File: config.mk
export PLATFORM = sky130hd
export DESIGN_NAME = spi_refill_arbiter
export DESIGN_NICKNAME = d
export VERILOG_FILES = /design/src/rtl/mem_arb_pkg.sv /design/src/rtl/refill_timeout_ctr.sv /design/src/rtl/spi_refill_arbiter.sv
export SDC_FILE = /design/constraint.sdc
export NUM_CORES = 1
export LEC_CHECK = 0
export ABC_CLOCK_PERIOD_IN_PS = 1950
export CORE_MARGIN = 5
export CORE_UTILIZATION = 43
export DETAILED_ROUTE_END_ITERATION = 7
export GPL_ROUTABILITY_DRIVEN = 0
export GPL_TIMING_DRIVEN = 0
export PLACE_DENSITY = 0.91
export SLEW_MARGIN = 20
export SYNTH_ARGS = -nofsm -noshare
export SYNTH_HDL_FRONTEND = slang
export SYNTH_SLANG_ARGS = --single-unit
File: constraint.sdc
create_clock -name CLK_CPU -period 1.95 [get_ports CLK_CPU]
set_input_delay 0.195 -clock CLK_CPU [delete_from_list [all_inputs] [get_ports CLK_CPU]]
set_output_delay 0.195 -clock CLK_CPU [all_outputs]
set_load 0.1 [all_outputs]
File: src/rtl/mem_arb_pkg.sv
// Shared types for the SPI refill arbiter: FSM states, grant owner encoding
// and the default flash address width.
package mem_arb_pkg;

  localparam int unsigned ADDR_W = 20;

  typedef enum logic [2:0] {
    IDLE,
    ISSUE,
    WAIT,
    DONE,
    RELEASE
  } state_t;

  typedef enum logic [1:0] {
    OWN_NONE = 2'd0,
    OWN_I    = 2'd1,
    OWN_D    = 2'd2
  } owner_t;

endpackage

File: src/rtl/refill_timeout_ctr.sv
// Cycle counter bounding how long the arbiter waits for the SPI controller;
// expired flags the last permitted WAIT cycle.
module refill_timeout_ctr #(
  parameter int unsigned TIMEOUT_CYCLES = 4096
) (
  input  logic clk,
  input  logic rst,
  input  logic clear,
  input  logic enable,
  output logic expired
);

  localparam int unsigned CNT_W = (TIMEOUT_CYCLES > 2) ? $clog2(TIMEOUT_CYCLES) : 1;
  localparam logic [CNT_W-1:0] LAST = CNT_W'(TIMEOUT_CYCLES - 1);

  logic [CNT_W-1:0] count;

  always_ff @(posedge clk) begin
    if (rst || clear) begin
      count <= '0;
    end else if (enable) begin
      count <= count + CNT_W'(1);
    end
  end

  assign expired = (count == LAST);

endmodule

File: src/rtl/spi_refill_arbiter.sv
// Arbitrates icache/dcache refill misses onto the single SPI flash controller
// and steers the returned word back to the granted cache as a one-cycle fetch.
module spi_refill_arbiter #(
  parameter int unsigned ADDR_W         = mem_arb_pkg::ADDR_W,
  parameter int unsigned DATA_W         = 32,
  parameter int unsigned TIMEOUT_CYCLES = 4096
) (
  input  logic              CLK_CPU,
  input  logic              resetp,
  input  logic              icache_miss,
  input  logic [ADDR_W-1:0] icache_addr,
  input  logic              dcache_miss,
  input  logic [ADDR_W-1:0] dcache_addr,
  output logic              spi_req,
  output logic [ADDR_W-1:0] spi_addr,
  input  logic              SPI_data_ready,
  input  logic [DATA_W-1:0] SPI_data,
  output logic              icache_fetch,
  output logic              dcache_fetch,
  output logic [DATA_W-1:0] fill_data,
  output logic [1:0]        owner,
  output logic              busy,
  output logic              err_timeout
);

  import mem_arb_pkg::*;

  state_t state;
  owner_t own;
  logic   last_d;   // 1: dcache was served last, so icache wins a tie
  logic   dropped;  // owner's miss went low at some point during WAIT
  logic   expired;
  logic   owner_miss;
  logic   grant_d;
  logic   grant_i;

  refill_timeout_ctr #(
    .TIMEOUT_CYCLES(TIMEOUT_CYCLES)
  ) u_timeout (
    .clk    (CLK_CPU),
    .rst    (resetp),
    .clear  (state == ISSUE),
    .enable (state == WAIT),
    .expired(expired)
  );

  always_comb begin
    owner_miss = (own == OWN_I) ? icache_miss : dcache_miss;
    grant_d    = dcache_miss && (!icache_miss || !last_d);
    grant_i    = icache_miss && !grant_d;
  end

  always_ff @(posedge CLK_CPU) begin
    if (resetp) begin
      state        <= IDLE;
      own          <= OWN_NONE;
      last_d       <= 1'b0;
      dropped      <= 1'b0;
      spi_req      <= 1'b0;
      spi_addr     <= '0;
      icache_fetch <= 1'b0;
      dcache_fetch <= 1'b0;
      fill_data    <= '0;
      err_timeout  <= 1'b0;
    end else begin
      spi_req      <= 1'b0;
      icache_fetch <= 1'b0;
      dcache_fetch <= 1'b0;
      case (state)
        IDLE: begin
          if (grant_d) begin
            own      <= OWN_D;
            spi_addr <= dcache_addr;
            spi_req  <= 1'b1;
            state    <= ISSUE;
          end else if (grant_i) begin
            own      <= OWN_I;
            spi_addr <= icache_addr;
            spi_req  <= 1'b1;
            state    <= ISSUE;
          end
        end
        ISSUE: begin
          dropped <= 1'b0;
          state   <= WAIT;
        end
        WAIT: begin
          dropped <= dropped | !owner_miss;
          // The strobe is launched on the WAIT->DONE edge so it is high in DONE;
          // the drop check therefore includes the ready cycle itself.
          if (SPI_data_ready) begin
            state <= DONE;
            if (!dropped && owner_miss) begin
              fill_data <= SPI_data;
              if (own == OWN_I) begin
                icache_fetch <= 1'b1;
              end else begin
                dcache_fetch <= 1'b1;
              end
            end
          end else if (expired) begin
            err_timeout <= 1'b1;
            state       <= RELEASE;
          end
        end
        DONE: begin
          last_d <= (own == OWN_D);
          state  <= RELEASE;
        end
        RELEASE: begin
          own   <= OWN_NONE;
          state <= IDLE;
        end
        default: begin
          own   <= OWN_NONE;
          state <= IDLE;
        end
      endcase
    end
  end

  assign owner = own;
  assign busy  = (state != IDLE);

endmodule

==> impl_metrics.tcl, run 1 <==
set metrics [dict create \
    status "completed" \
    grt_pass1_wl_mm 14.3 \
    reg2reg_depth 6 \
    powerDensity_nw_per_um2 823 \
    worst_r2r_startpoint "state[0]" \
    grt_pass1_vias 2966 \
    seq_area_frac_synth_pct 45.1 \
    cts_tree "yes" \
    vdd_drop_max_v 0.000437 \
    min_period_over_period_pct 96.7 \
    worstHoldPathType "in2reg" \
    critPathSlowestCell "clkdlybuf4s15_2" \
    hold_viol_final 0 \
    final_antenna_net_count 0 \
    dr.pass1.iters 4 \
    grt_start_max_net_pins 14 \
    clockBufferDepth 2 \
    diodes 0 \
    drc_errors 0 \
    yosys-top-cells-count "dfxtp_1 (75), nand2b_1 (68), mux2i_1 (40)" \
    synthToLayoutAreaGrowth_pct 48.5 \
    synth_area_leaders "dfxtp_1 (45%), nand2b_1 (13%), mux2i_1 (12%), a221o_1 (4.2%), and2_1 (2.6%)" \
    crit_fanout 10 \
    max-slew-margin-rel_pct 33.8 \
    dieHeight_um 97.9 \
    rrSetupSlack_ps 200 \
    dpl_cell_area_um2 4800 \
    syn_area_um2 3330 \
    path_depth 3 \
    rows 32 \
    coreArea_um2 7650 \
    clock_skew_ps 9.31 \
    vias 2853 \
    numPortBuffers 134 \
    layout.nets 553 \
    drive_above_1_share_pct 8.54 \
    path_class "reg2out" \
    drv_cap 0 \
    syn_avg_cell_area_um2 10.1 \
    cts_buffers 9 \
    synth_edf_count 0 \
    wl_mm 8.70 \
    grt.total_usage_pct 18.0 \
    start_util_pct 43.5 \
    startpoint_type "flop" \
    synth_seq_cells 75 \
    synth_ff_type "dfxtp_1" \
    max_freq_ghz 0.530 \
    drt-initial-drc-count 58 \
    dp_hpwl_mm 6.76 \
    ys_async_sr_fraction_pct 0 \
    crit_path_start "state[0]" \
    synth_top_cell_by_area "dfxtp_1" \
    cp_cell_sequence "buf_6 -> or3_4 -> clkdlybuf4s15_2" \
    yosysMostFrequentCell "dfxtp_1" \
    antenna_found_initial 0 \
    design_area_um2 4940 \
    worst_skew_pair.late_latency_ps 330 \
    cts.sinks 75 \
    leakagePower_nw 2.06 \
    io_pins 136 \
    die_w_um 97.9 \
    cts_root_buf "clkbuf_8" \
    syn-instance-count 328 \
    crit_end "busy" \
    fillerInstances 645 \
    path_buf_inv 2 \
    setup_violations 0 \
    crit_arrival_ps 1690 \
    synth_fp_nets 406 \
    worst_slew_pin_slew_ps 997 \
    yosysWarnings 0 \
    htree_levels 3 \
    avgRoutedWirePerCell_um 14.9 \
    holdWs_ps 303 \
    finalWorstSetupSlack_ps 64.1 \
    grt_setup_unrepaired "no" \
    crit_family "buffers and inverters" \
    slowest_delay_ps 480 \
    dieArea_um2 9590 \
    grt_remaining_overflow 0 \
    ys_types 45 \
    clk_pin_slew_worst_paths_ps 80 \
    required_ps 1750 \
    synth.top_cell.area_share_pct 45.1 \
    period_needed_ps 1890 \
    reg2reg_to "spi_addr[4]" \
    pre_cts_slack_ps -392 \
    crit_path_end_kind "output port" \
    viasPerCell 4.90 \
    drv_slew 0 \
]
==> worst reg2reg max path, stage by stage (launching register included) <==
cell and delay (ps):
dfxtp_1 310, buf_6 140, or3_4 420, nor2_4 170, nor2_2 90, buf_6 170, a221o_1 340
==> how the worst min path moves through the flow <==
| stage | from | endpoint | slack, ps | depth (start not counted) |
|---|---|---|---|---|
| CTS | icache_miss | owner[0] | 280 | 3 |
| finish | icache_miss | owner[0] | 300 | 3 |
| global route | icache_miss | owner[0] | 310 | 3 |
| global placement | fill_data[3] | fill_data[3] | 460 | 2 |
| detailed placement | err_timeout | err_timeout | 460 | 2 |
| floorplan | icache_addr[0] | spi_addr[0] | 330 | 1 |
==> layout by cell type, fill, tap and decap left out, drive strengths merged, types with 2 or more instances in the layout <==
cell | synthesis | layout
clkdlybuf4s50 | 0 | 74
clkbuf | 10 | 20
dlygate4sd2 | 0 | 58
nand2b | 68 | 68
nand2 | 10 | 10
inv | 2 | 2
a21oi | 7 | 7
clkinv | 0 | 5
a221o | 14 | 14
nor4b | 2 | 2
nor4 | 2 | 2
mux2i | 40 | 40
nor3b | 3 | 3
xor2 | 4 | 4
or3 | 3 | 3
xnor2 | 4 | 4
or2 | 2 | 2
nor2 | 24 | 24
nand3 | 4 | 4
a211oi | 6 | 6
dfxtp | 75 | 75
and2 | 14 | 14
o21ai | 2 | 2
nor3 | 4 | 4
buf | 11 | 13
nand4 | 3 | 3
==> timing repair <==
item                       in CTS  in global routing
hold buffers                    0                  0
cloned                          0                  0
setup endpoints to repair      69                 60
setup buffers                   0                  2
resized for setup              62                  1
==> kinds of logic after synthesis <==
group	count (synthesis)	synth area share, %
flops	75	45.1
buf+inv	23	4.97
simple gates	146	26.7
mux	40	12.0
xor+xnor	8	2.11
fa+ha+maj	1	0.376
compound gates	35	8.65
==> area by class of cell <==
type                            count  area [um^2]  area share, %
Multi-Input combinational cell    230         1660           33.6
Sequential cell                    75         1500           30.5
Timing Repair Buffer              136         1290           26.1
Clock inverter                      6         66.3           1.34
Tap cell                          102          128           2.58
Inverter                            2         7.51          0.152
Buffer                             21          159           3.22
Clock buffer                       10          128           2.58
==> through the flow <==
step           total power [W]  util [%]  std cells  TNS, ps
2_1_floorplan          0.00260         -        328        0
3_3_place_gp           0.00297      62.7        564    -9390
3_5_place_dp           0.00299      62.7        564    -9720
4_1_cts                0.00409      64.3        580        0
5_1_grt                0.00424      64.6        582        0
6_report               0.00406      64.6        582        0
==> where the power goes <==
group	internal (W)	switching [W]	leakage, nW
Sequential	0.00162	0.0000467	0.611
Clock	0.000594	0.000567	0.100
Combinational	0.000388	0.000849	1.35
==> registers in the layout, summed over array words and instances, names as in the netlist <==
register and flops:
dropped 1, owner 2, icache_fetch 1, spi_req 1, u_timeout.count 12, dcache_fetch 1
fill_data 32, state 3, last_d 1, err_timeout 1, spi_addr 20
==> metal layers <==
| layer | vias up | global-route usage (%) | wire length (um) |
|---|---|---|---|
| met1 | 1336 | 20.6 | 3500 |
| met4 | 0 | 4.69 | 113 |
| li1 | 1425 | - | - |
| met3 | 9 | 5.43 | 462 |
| met2 | 83 | 32.7 | 4620 |
| met5 | - | 0 | 0 |
Power figures use the tool's default switching activity.
==> run 2, diff against run 1 <==
- PLACE_DENSITY: 0.91 -> 0.88
==> run 2 against run 1 <==
  * Worst hold slack worse by 6.7 ps
  * Utilization up 0.065 points
  * Design area up 0.10%
  * Sequential power about the same
  * Largest cell class unchanged
  * Non-clock buffer count up 3
==> impl_metrics.tcl, run 2 (synthesis gave the netlist of run 1 again) <==
set metrics [dict create \
    status "completed" \
    rows 32 \
    antenna_found_initial 0 \
    worstHoldPathType "in2reg" \
    diodes 0 \
    viasPerCell 4.99 \
    required_ps 1750 \
    pre_cts_slack_ps -451 \
    die_w_um 97.9 \
    grt_pass1_wl_mm 14.4 \
    hold_depth 3 \
    htree_levels 3 \
    netSwitchingFraction_pct 35.5 \
    final_cell_mix "clkdlybuf4s50_1 (74), dfxtp_1 (73), nand2b_1 (68)" \
    final_common_cell "clkdlybuf4s50_1" \
    clk_pin_slew_worst_paths_ps 80 \
    power_frac_seq_pct 41.0 \
    drc_errors 0 \
    synthToLayoutAreaGrowth_pct 48.6 \
    hold_viol_final 0 \
    max-slew-margin-rel_pct 32.9 \
    wl_mm 8.91 \
    drt-initial-drc-count 69 \
    drv_slew 0 \
    grt_remaining_overflow 0 \
    final_antenna_net_count 0 \
    holdWs_ps 296 \
    regMostFlops "fill_data" \
    grt_start_max_net_pins 12 \
    cts_tree "yes" \
    clock_skew_ps 14.2 \
    grt.total_usage_pct 18.3 \
    multiInputGateArea_um2 1660 \
    dieHeight_um 97.9 \
    vdd_drop_max_v 0.000531 \
    numPortBuffers 134 \
    finalWorstSetupSlack_ps 156 \
    crit_arrival_ps 1600 \
    max_freq_ghz 0.558 \
    avgRoutedWirePerCell_um 15.3 \
    grt_setup_unrepaired "no" \
    drive_above_1_share_pct 8.94 \
    layout.nets 556 \
    period_needed_ps 1790 \
    crit_fanout 10 \
    fillerInstances 662 \
    power_w 0.00406 \
    netSwitchingPower_w 0.00144 \
    drv_cap 0 \
    dp_hpwl_mm 6.80 \
    dieArea_um2 9590 \
    worst_slew_pin_slew_ps 1010 \
    leakagePower_nw 2.07 \
    cts.sinks 75 \
    reg2reg_depth 6 \
    dr.pass1.iters 4 \
    clkPwrFrac_pct 28.4 \
    coreArea_um2 7650 \
    regArea_um2 1500 \
    cts_root_buf "clkbuf_8" \
    vias 2909 \
    cts_buffers 9 \
    powerDensity_nw_per_um2 822 \
    path_class "reg2out" \
    min_period_over_period_pct 92.0 \
    worst_skew_pair.late_latency_ps 340 \
    top_regs "fill_data x32, spi_addr x20, u_timeout.count x12" \
    grt_pass1_vias 3058 \
    crit_path_end_kind "output port" \
    intPower_w 0.00262 \
    largest_reg_flops 32 \
    io_pins 136 \
    clockBufferDepth 2 \
    p_comb_share_pct 30.6 \
    start_util_pct 43.5 \
    setup_violations 0 \
    startpoint_type "flop" \
]
## run 2: changes by cell type in the layout (fill, tap and decap cells not counted)
cell	delta
clkdlybuf4s15_2	-1
clkbuf_2	+2
clkbuf_8	+1
clkbuf_1	-1
buf_4	+3
clkinv_4	-3
## run 2: path summary, 6_finish.rpt
kind / slack (ps) / startpoint / to
max: 160 / state[0] / busy
min: 300 / icache_miss / owner[0]
max reg2reg: 210 / state[0] / spi_addr[2]
min reg2reg: 470 / fill_data[16] / fill_data[16]
## run 2: worst max-delay path, stage by stage (launching register included)
cell and delay (ps):
dfxtp_1 310, buf_6 140, or3_4 420, clkbuf_2 390
## run 2: final cells by class
type	instances	share of cell area, %
Multi-Input combinational cell	230	33.6
Clock buffer	11	2.86
Tap cell	102	2.58
Sequential cell	75	30.4
Timing Repair Buffer	139	26.4
Buffer	21	3.24
Clock inverter	3	0.810
Inverter	2	0.152
## run 2: repair_timing
item                       4_1_cts  5_1_grt
setup buffers                    0        5
hold buffers                     0        0
setup endpoints to repair       69       51
resized for setup               60        5
## run 2: power groups by stage
| stage | registers, W | logic (W) | clock network, W |
|---|---|---|---|
| after floorplan | 0.00226 | 0.000345 | 0 |
| after global placement | 0.00170 | 0.00127 | 0 |
| after detailed placement | 0.00170 | 0.00129 | 0 |
| after CTS | 0.00167 | 0.00123 | 0.00118 |
| after global routing | 0.00168 | 0.00130 | 0.00125 |
| final | 0.00167 | 0.00125 | 0.00115 |
## run 2: per-stage QoR
stage	cells	util, %	setup TNS, ps	cell area [um^2]
after global placement	564	62.7	-10180	4800
after global routing	583	64.6	0	4940
after detailed placement	564	62.7	-11070	4800
final	583	64.6	0	4940
after CTS	578	64.2	-124	4910
after floorplan	328	-	0	3330
## run 2: metal layers
layer	share of wire, %	vias to the layer above	global-route usage (%)
li1	-	1432	-
met1	40	1342	21.4
met2	49	103	30.9
met3	6.0	32	5.14
met4	4.1	0	8.63
met5	0	-	0
==> run 3, diff against run 2 <==
- CORE_ASPECT_RATIO: unset -> 1.1
==> run 3 against run 2 <==
  * Final cell count is 0.17% higher
  * Worst hold slack gained 9.0 ps
  * Clock-buffer cell count decreased by 1
  * Critical path type unchanged
==> impl_metrics.tcl, run 3 (synthesis gave the netlist of run 1 again) <==
set metrics [dict create \
    fillerInstances 632 \
    final_cell_mix "clkdlybuf4s50_1 (74), dfxtp_1 (73), nand2b_1 (68)" \
    fin_tns_setup_ps 0 \
    die_w_um 93.9 \
    dpl_cell_area_um2 4800 \
    avgRoutedWirePerCell_um 15.3 \
    max_freq_ghz 0.529 \
    drt-initial-drc-count 60 \
    clock_skew_ps 10.3 \
    hold_viol_final 0 \
    dieArea_um2 9590 \
    worst_slew_pin_slew_ps 1000 \
    required_ps 1750 \
    grt.total_usage_pct 18.0 \
    dp_hpwl_mm 6.94 \
    path_class "reg2out" \
    io_pins 136 \
    top_regs "fill_data x32, spi_addr x20, u_timeout.count x12" \
    antenna_found_initial 0 \
    pre_cts_slack_ps -445 \
    grt_pass1_vias 2914 \
    stdcell_count 584 \
    clockBufferDepth 2 \
    crit_fanout 10 \
    period_needed_ps 1890 \
    max-slew-margin-rel_pct 33.5 \
    drc_errors 0 \
    viasPerCell 4.99 \
    crit_path_end_kind "output port" \
    cts.sinks 75 \
    design_area_um2 4960 \
    clk_pin_slew_worst_paths_ps 80 \
    worstHoldPathType "in2reg" \
    grt_pass1_wl_mm 13.6 \
    drv_cap 0 \
    finalWorstSetupSlack_ps 59.5 \
    largest_reg_flops 32 \
    worst_skew_pair.late_latency_ps 340 \
    start_util_pct 44.3 \
    layout.nets 552 \
    drive_above_1_share_pct 8.56 \
    synthToLayoutAreaGrowth_pct 49.1 \
    coreArea_um2 7510 \
    numPortBuffers 134 \
    min_period_over_period_pct 96.9 \
    rows 33 \
    status "completed" \
    final_common_cell "clkdlybuf4s50_1" \
    setup_violations 0 \
    powerDensity_nw_per_um2 849 \
    grt_remaining_overflow 0 \
    final_antenna_net_count 0 \
    htree_levels 3 \
    startpoint_type "flop" \
    leakagePower_nw 2.06 \
    cts_tree "yes" \
    vdd_drop_max_v 0.000662 \
    cts_root_buf "clkbuf_8" \
    grt_setup_unrepaired "no" \
    placedCellCount 567 \
    regMostFlops "fill_data" \
    wl_mm 8.91 \
    vias 2915 \
    cts_buffers 9 \
    crit_arrival_ps 1700 \
    dr.pass1.iters 4 \
    drv_slew 0 \
    diodes 0 \
    grt_start_max_net_pins 14 \
    dieHeight_um 102 \
]
-- run 3: final timing paths --
| check | start | endpoint | slack [ps] | cells after the start |
|---|---|---|---|---|
| setup / recovery | state[0] | busy | 60 | 3 |
| setup reg to reg | state[2] | spi_addr[6] | 200 | 6 |
| hold / removal | icache_miss | owner[1] | 310 | 4 |
| hold reg to reg | fill_data[0] | fill_data[0] | 470 | 2 |
-- run 3: stage by stage --
| stage | util (%) | power, W | hold slack [ps] |
|---|---|---|---|
| floorplan | - | 0.00260 | 333 |
| global placement | 63.9 | 0.00297 | 458 |
| detailed placement | 63.9 | 0.00300 | 464 |
| CTS | 65.9 | 0.00424 | 289 |
| global route | 66.0 | 0.00437 | 333 |
| finish | 66.0 | 0.00421 | 305 |
-- run 3: repair_timing --
| item | 4_1_cts | 5_1_grt |
|---|---|---|
| setup buffers | 0 | 1 |
| hold buffers | 0 | 0 |
| pin swaps | 0 | 0 |
| resized for setup | 62 | 3 |
| endpoints found under the setup margin | 69 | 50 |
-- run 3: metal layers --
layer / up-vias / share of wire (%) / global-route usage (%)
li1: 1425 / - / -
met1: 1383 / 39 / 19.7
met2: 88 / 54 / 33.0
met3: 19 / 4.4 / 4.05
met4: 0 / 2.5 / 8.44
met5: - / 0 / 0
-- run 3: final cells by class --
| class | instances | area (um^2) | share of cell area [%] |
|---|---|---|---|
| well taps | 105 | 131 | 2.65 |
| repair buffers | 135 | 1280 | 25.8 |
| inverters | 2 | 7.51 | 0.151 |
| clock inverters | 6 | 90.1 | 1.82 |
| clock buffers | 10 | 128 | 2.57 |
| multi-input cells | 230 | 1660 | 33.5 |
| flip-flops and latches | 75 | 1500 | 30.3 |
| plain buffers | 21 | 160 | 3.23 |
-- run 3: report_power, final --
part           internal, W  leakage [nW]  switching, W
Sequential         0.00162         0.611     0.0000447
Combinational     0.000385          1.34      0.000856
Clock             0.000723         0.106      0.000583
Total              0.00273          2.06       0.00148
-- run 3: critical path: stages (launching register included) --
cell and delay, ps:
dfxtp_1 310, buf_6 140, or3_4 420, clkdlybuf4s15_2 480
